==> src/rtl/cpu_step_ctrl.sv <==
// Execution controller for the pipelined core: debounced single-step, timed free-run and
// optional PC breakpoint (enabled by defining CPU_STEP_BP_EN), producing a one-cycle cpu_en.
`timescale 1ns/1ps

module cpu_step_ctrl #(
    parameter int DEBOUNCE_CYCLES = 100000,
    parameter int STEP_PERIOD     = 50000000,
    parameter int PC_W            = 32
) (
    input  logic            clk,
    input  logic            reset,
    input  logic            btn_step,
    input  logic            sw_run,
    input  logic [PC_W-1:0] pc,
`ifdef CPU_STEP_BP_EN
    input  logic [PC_W-1:0] bp_addr,
`endif
    output logic            cpu_en,
    output logic [1:0]      state,
    output logic [15:0]     step_count,
    output logic            halted
);

    localparam int DEB_W = $clog2(DEBOUNCE_CYCLES + 1);
    localparam int PER_W = $clog2(STEP_PERIOD + 1);
    localparam logic [DEB_W-1:0] DEB_LAST = DEB_W'(DEBOUNCE_CYCLES - 1);
    localparam logic [PER_W-1:0] PER_LAST = PER_W'(STEP_PERIOD - 1);

    typedef enum logic [1:0] {
        S_IDLE = 2'b00,
        S_STEP = 2'b01,
        S_RUN  = 2'b10,
        S_HALT = 2'b11
    } state_t;

    state_t             r_state;
    state_t             w_state_nxt;
    logic               r_btn_meta;
    logic               r_btn_sync;
    logic               r_run_meta;
    logic               r_run_sync;
    logic [DEB_W-1:0]   r_deb_cnt;
    logic               r_btn_stable;
    logic               r_btn_stable_d;
    logic [PER_W-1:0]   r_per_cnt;
    logic [PER_W-1:0]   w_per_cnt_nxt;
    logic [15:0]        r_step_count;
    logic               w_step_req;
    logic               w_terminal;
    logic               w_bp_hit;
    logic               w_cpu_en;

    // Two-flop synchronizers for the asynchronous button and switch.
    always_ff @(posedge clk or posedge reset) begin
        if (reset) begin
            r_btn_meta <= 1'b0;
            r_btn_sync <= 1'b0;
            r_run_meta <= 1'b0;
            r_run_sync <= 1'b0;
        end else begin
            r_btn_meta <= btn_step;
            r_btn_sync <= r_btn_meta;
            r_run_meta <= sw_run;
            r_run_sync <= r_run_meta;
        end
    end

    // Accept a new button level only after it differs from the stable level for DEBOUNCE_CYCLES.
    always_ff @(posedge clk or posedge reset) begin
        if (reset) begin
            r_deb_cnt      <= {DEB_W{1'b0}};
            r_btn_stable   <= 1'b0;
            r_btn_stable_d <= 1'b0;
        end else begin
            r_btn_stable_d <= r_btn_stable;
            if (r_btn_sync == r_btn_stable) begin
                r_deb_cnt <= {DEB_W{1'b0}};
            end else if (r_deb_cnt == DEB_LAST) begin
                r_deb_cnt    <= {DEB_W{1'b0}};
                r_btn_stable <= r_btn_sync;
            end else begin
                r_deb_cnt <= r_deb_cnt + DEB_W'(1);
            end
        end
    end

    assign w_step_req = r_btn_stable & ~r_btn_stable_d;
    assign w_terminal = (r_state == S_RUN) && (r_per_cnt == PER_LAST);

`ifdef CPU_STEP_BP_EN
    assign w_bp_hit = (pc == bp_addr);
`else
    logic w_pc_unused;
    assign w_pc_unused = ^pc;
    assign w_bp_hit    = 1'b0;
`endif

    // State register.
    always_ff @(posedge clk or posedge reset) begin
        if (reset) begin
            r_state <= S_IDLE;
        end else begin
            r_state <= w_state_nxt;
        end
    end

    // Next-state logic; dropping run_s always wins over a pending step or breakpoint.
    always_comb begin
        w_state_nxt = r_state;
        case (r_state)
            S_IDLE: begin
                if (r_run_sync) begin
                    w_state_nxt = S_RUN;
                end else if (w_step_req) begin
                    w_state_nxt = S_STEP;
                end else begin
                    w_state_nxt = S_IDLE;
                end
            end
            S_STEP: begin
                w_state_nxt = S_IDLE;
            end
            S_RUN: begin
                if (!r_run_sync) begin
                    w_state_nxt = S_IDLE;
                end else if (w_terminal && w_bp_hit) begin
                    w_state_nxt = S_HALT;
                end else begin
                    w_state_nxt = S_RUN;
                end
            end
            S_HALT: begin
                if (!r_run_sync) begin
                    w_state_nxt = S_IDLE;
                end else if (w_step_req) begin
                    w_state_nxt = S_STEP;
                end else begin
                    w_state_nxt = S_HALT;
                end
            end
            default: begin
                w_state_nxt = S_IDLE;
            end
        endcase
    end

    // Output logic: enable pulse and the next period count.
    always_comb begin
        w_cpu_en      = 1'b0;
        w_per_cnt_nxt = {PER_W{1'b0}};
        case (r_state)
            S_STEP: begin
                w_cpu_en = 1'b1;
            end
            S_RUN: begin
                if (r_run_sync && w_terminal) begin
                    w_cpu_en = ~w_bp_hit;
                end else if (r_run_sync) begin
                    w_per_cnt_nxt = r_per_cnt + PER_W'(1);
                end else begin
                    w_per_cnt_nxt = {PER_W{1'b0}};
                end
            end
            default: begin
                w_cpu_en      = 1'b0;
                w_per_cnt_nxt = {PER_W{1'b0}};
            end
        endcase
    end

    // Period counter and wrapping pulse counter.
    always_ff @(posedge clk or posedge reset) begin
        if (reset) begin
            r_per_cnt    <= {PER_W{1'b0}};
            r_step_count <= 16'h0000;
        end else begin
            r_per_cnt <= w_per_cnt_nxt;
            if (w_cpu_en) begin
                r_step_count <= r_step_count + 16'h0001;
            end else begin
                r_step_count <= r_step_count;
            end
        end
    end

    assign cpu_en     = w_cpu_en;
    assign state      = r_state;
    assign step_count = r_step_count;
`ifdef CPU_STEP_BP_EN
    assign halted     = (r_state == S_HALT);
`else
    assign halted     = 1'b0;
`endif

endmodule

==> config.mk <==
export PLATFORM = sky130hd
export DESIGN_NAME = cpu_step_ctrl
export DESIGN_NICKNAME = d
export VERILOG_FILES = /design/src/rtl/cpu_step_ctrl.sv
export SDC_FILE = /design/constraint.sdc
export NUM_CORES = 1
export LEC_CHECK = 0
export BUFFER_PORTS_ARGS = -buffer_cell sky130_fd_sc_hd__buf_2
export CAP_MARGIN = 10
export CORE_ASPECT_RATIO = 1.5
export CORE_MARGIN = 3
export CORE_UTILIZATION = 50
export CTS_CLUSTER_DIAMETER = 50
export CTS_CLUSTER_SIZE = 40
export DETAILED_ROUTE_END_ITERATION = 10
export GPL_ROUTABILITY_DRIVEN = 0
export MAX_ROUTING_LAYER = met4
export PLACE_DENSITY = 0.79
export SYNTH_ARGS = -nofsm -noshare
export SYNTH_HDL_FRONTEND = slang
export SYNTH_SLANG_ARGS = --single-unit
==> constraint.sdc <==
create_clock -name clk -period 2.5 [get_ports clk]
set_clock_uncertainty 0.2 [all_clocks]
set_input_delay 0.125 -clock clk [delete_from_list [all_inputs] [get_ports clk]]
set_output_delay 0.125 -clock clk [all_outputs]
set_load 0.02 [all_outputs]
==> run metrics <==
critical path class=flip-flop to primary output; largest net degree at the start of global routing=68; CP arrival=2060 ps; Ys Warns=0; root buffer cell=clkbuf_8; Finish-stage setup viols=0; M2 GR Usage=29.8%; reg2reg setup slack=120 ps; fin crit share=95.5%; FFs w/ async S/R, synth=100%; ant diodes=0; RSZ-0062 raised after global routing=no; #FFs+latches synth=67; Routed WL per cell=14.2 um; Starting Density=52.7%; ANT nets after route=0; grt ovf=0; worst endpoint required time=2170 ps; LEAKAGE=1.72 nW; commonest non-fill, non-tap cell in the layout=dfrtp_1; DR pass1 iterations=6; Netlist cell types=45; Crit-path slowest cell=or4bb_4; fill cell count=544; via count=2,363; Skew-Pair Late Insertion Delay=350 ps; setup_tns=0 ps; CP delay by family, top=simple AND/OR/NAND/NOR gates; vias in the first global route=2,330; hold endpoint=r_btn_sync; Top-Level Pins=56; nets=392; clock slew at reported path FFs=80 ps; post-route minimum period=2390 ps; FF-to-FF Start=r_per_cnt[18]; CTS tree=done; Min Hold Slack=162 ps; first-pass GRT wire length=10,700 um; synthesized area per cell=10.7 sq um; Cell Rows=35; Hold Path Class=flip-flop to flip-flop; Mapped Cells=310; WL final=6090 um; Total Routing Usage GR=18.1%; layout cells sized above 1=21.5%; Primary FF master, synth=dfrtp_1; Via density=5.52; Crit Path Max Fanout=3; GR peak layer=met2; PortBufs=22; Fin. Hold Viols=0; DRC=0; slew of the pin with the lowest slew margin=514 ps; Hold Path Depth=0; Reg2Reg Depth=7; worst-path cell chain=or4bb_4, nor4_4, a31o_4, nand2_2, inv_1, buf_4; Crit path largest cell delay=560 ps; Critical path origin=r_per_cnt[18]; initial antenna violation count=0; endpoint type of the worst setup path=primary output; status=complete, no violations; worst reg2reg path endpoint=step_count[8]; Max Freq=419 MHz; Max VDD drop=0.367 mV; met1 GRT Util=20.8%; Post-synth EDFFs=0; CTS Buf Count=9; startpoint types=flip-flop; HPWL Detailed=4040 um; commonest cells after routing, fill and taps aside=dfrtp_1, nor2_1, xnor2_1; die height=106 um; 1st-iter DRT viols=112; Synth Cell Area=0.00333 sq mm; max_slew headroom=65.7%; GR Util met3=4.58%; multi-input logic area=0.00157 sq mm; sequential area share after synthesis=50.4%; power density over the cells=549 mW/mm^2; H-tree depth=3; max-slew violations=0; Total Die Area=0.00769 sq mm; CTS Sinks=67; net count after synthesis=353; register area=0.00168 sq mm; max-cap violation count=0; die width=72.6 um; Area Growth Syn to Fin=14.1%; HP Start=r_btn_meta; Bufs on Longest Clock Path=2; Core Area=0.00631 sq mm; Buf+Inv Stages, Crit Path=2
[kinds of logic after synthesis]
kind of cell | count (synthesis) | share of synthesized area (%)
AND/OR/NAND/NOR | 158 | 27.5
flip-flops | 67 | 50.4
XOR/XNOR | 53 | 14.0
buffers and inverters | 14 | 2.78
AO/OA/AOI/OAI | 8 | 1.81
adder cells (fa/ha/maj) | 7 | 2.63
multiplexers | 2 | 0.790
other | 1 | 0.113
[what timing repair did]
action,CTS,global route
pin swaps,1,2
endpoints found under the setup margin,1,2
cloned,0,0
hold buffers,3,0
resized for setup,0,4
hold endpoints to repair,69,0
setup buffers,1,4
[layer usage]
layer  up-vias  part of all wire [%]
met4         0                   1.6
met2        32                    54
met1      1182                    41
li1       1140                     -
met3         9                   3.4
met5         -                     0
[through the flow]
stage / area (sq um) / power, W / setup WS [ps] / cells / utilization [%]
after CTS: 3750 / 0.00211 / 66.8 / 424 / 59.5
after floorplan: 3330 / 0.00118 / 412 / 310 / -
after global placement: 3510 / 0.00120 / 238 / 404 / 55.7
final: 3800 / 0.00208 / 113 / 428 / 60.2
after global routing: 3800 / 0.00216 / 11.8 / 428 / 60.2
after detailed placement: 3510 / 0.00120 / 194 / 404 / 55.7
[power breakdown]
group          internal (W)  leakage [nW]  switching (W)  total (W)
clock              0.000487         0.102       0.000418   0.000905
combinational     0.0000232         0.695      0.0000528  0.0000760
sequential          0.00109         0.920     0.00000871    0.00110
total               0.00160          1.72       0.000480    0.00208
[layout make-up]
| cell class | count | share of cell area [%] |
|---|---|---|
| Sequential cell | 67 | 44.2 |
| Clock inverter | 6 | 1.71 |
| Tap cell | 74 | 2.44 |
| Inverter | 7 | 0.692 |
| Multi-Input combinational cell | 229 | 41.3 |
| Clock buffer | 10 | 3.63 |
| Timing Repair Buffer | 35 | 6.06 |
[registers in the layout, summed over array words and instances, names as in the netlist]
register	count
r_per_cnt	26
r_deb_cnt	17
step_count	16
state	2
r_btn_meta	1
r_btn_stable	1
r_btn_stable_d	1
r_btn_sync	1
r_run_meta	1
r_run_sync	1
[Yosys cell counts (all sizes together), types with 5 or more instances]
| cell type | instances | area share [%] |
|---|---|---|
| nor2 | 50 | 5.6 |
| and4 | 5 | 1.4 |
| ha | 7 | 2.6 |
| dfrtp | 67 | 50 |
| buf | 5 | 1.5 |
| nand3 | 24 | 4.8 |
| nand4 | 17 | 3.8 |
| xnor2 | 33 | 8.7 |
| inv | 7 | 0.79 |
| nor3 | 12 | 2.3 |
| xor2 | 20 | 5.3 |
| nand2 | 22 | 2.6 |
| and3 | 12 | 2.3 |
[how the worst max path moves through the flow]
stage / to / slack, ps / depth (start not counted)
finish: cpu_en / 110 / 6
floorplan: step_count[1] / 410 / 5
global route: cpu_en / 10 / 6
global placement: r_per_cnt[18] / 240 / 5
detailed placement: step_count[8] / 190 / 6
CTS: cpu_en / 70 / 6
(Power assumes the default switching activity.)
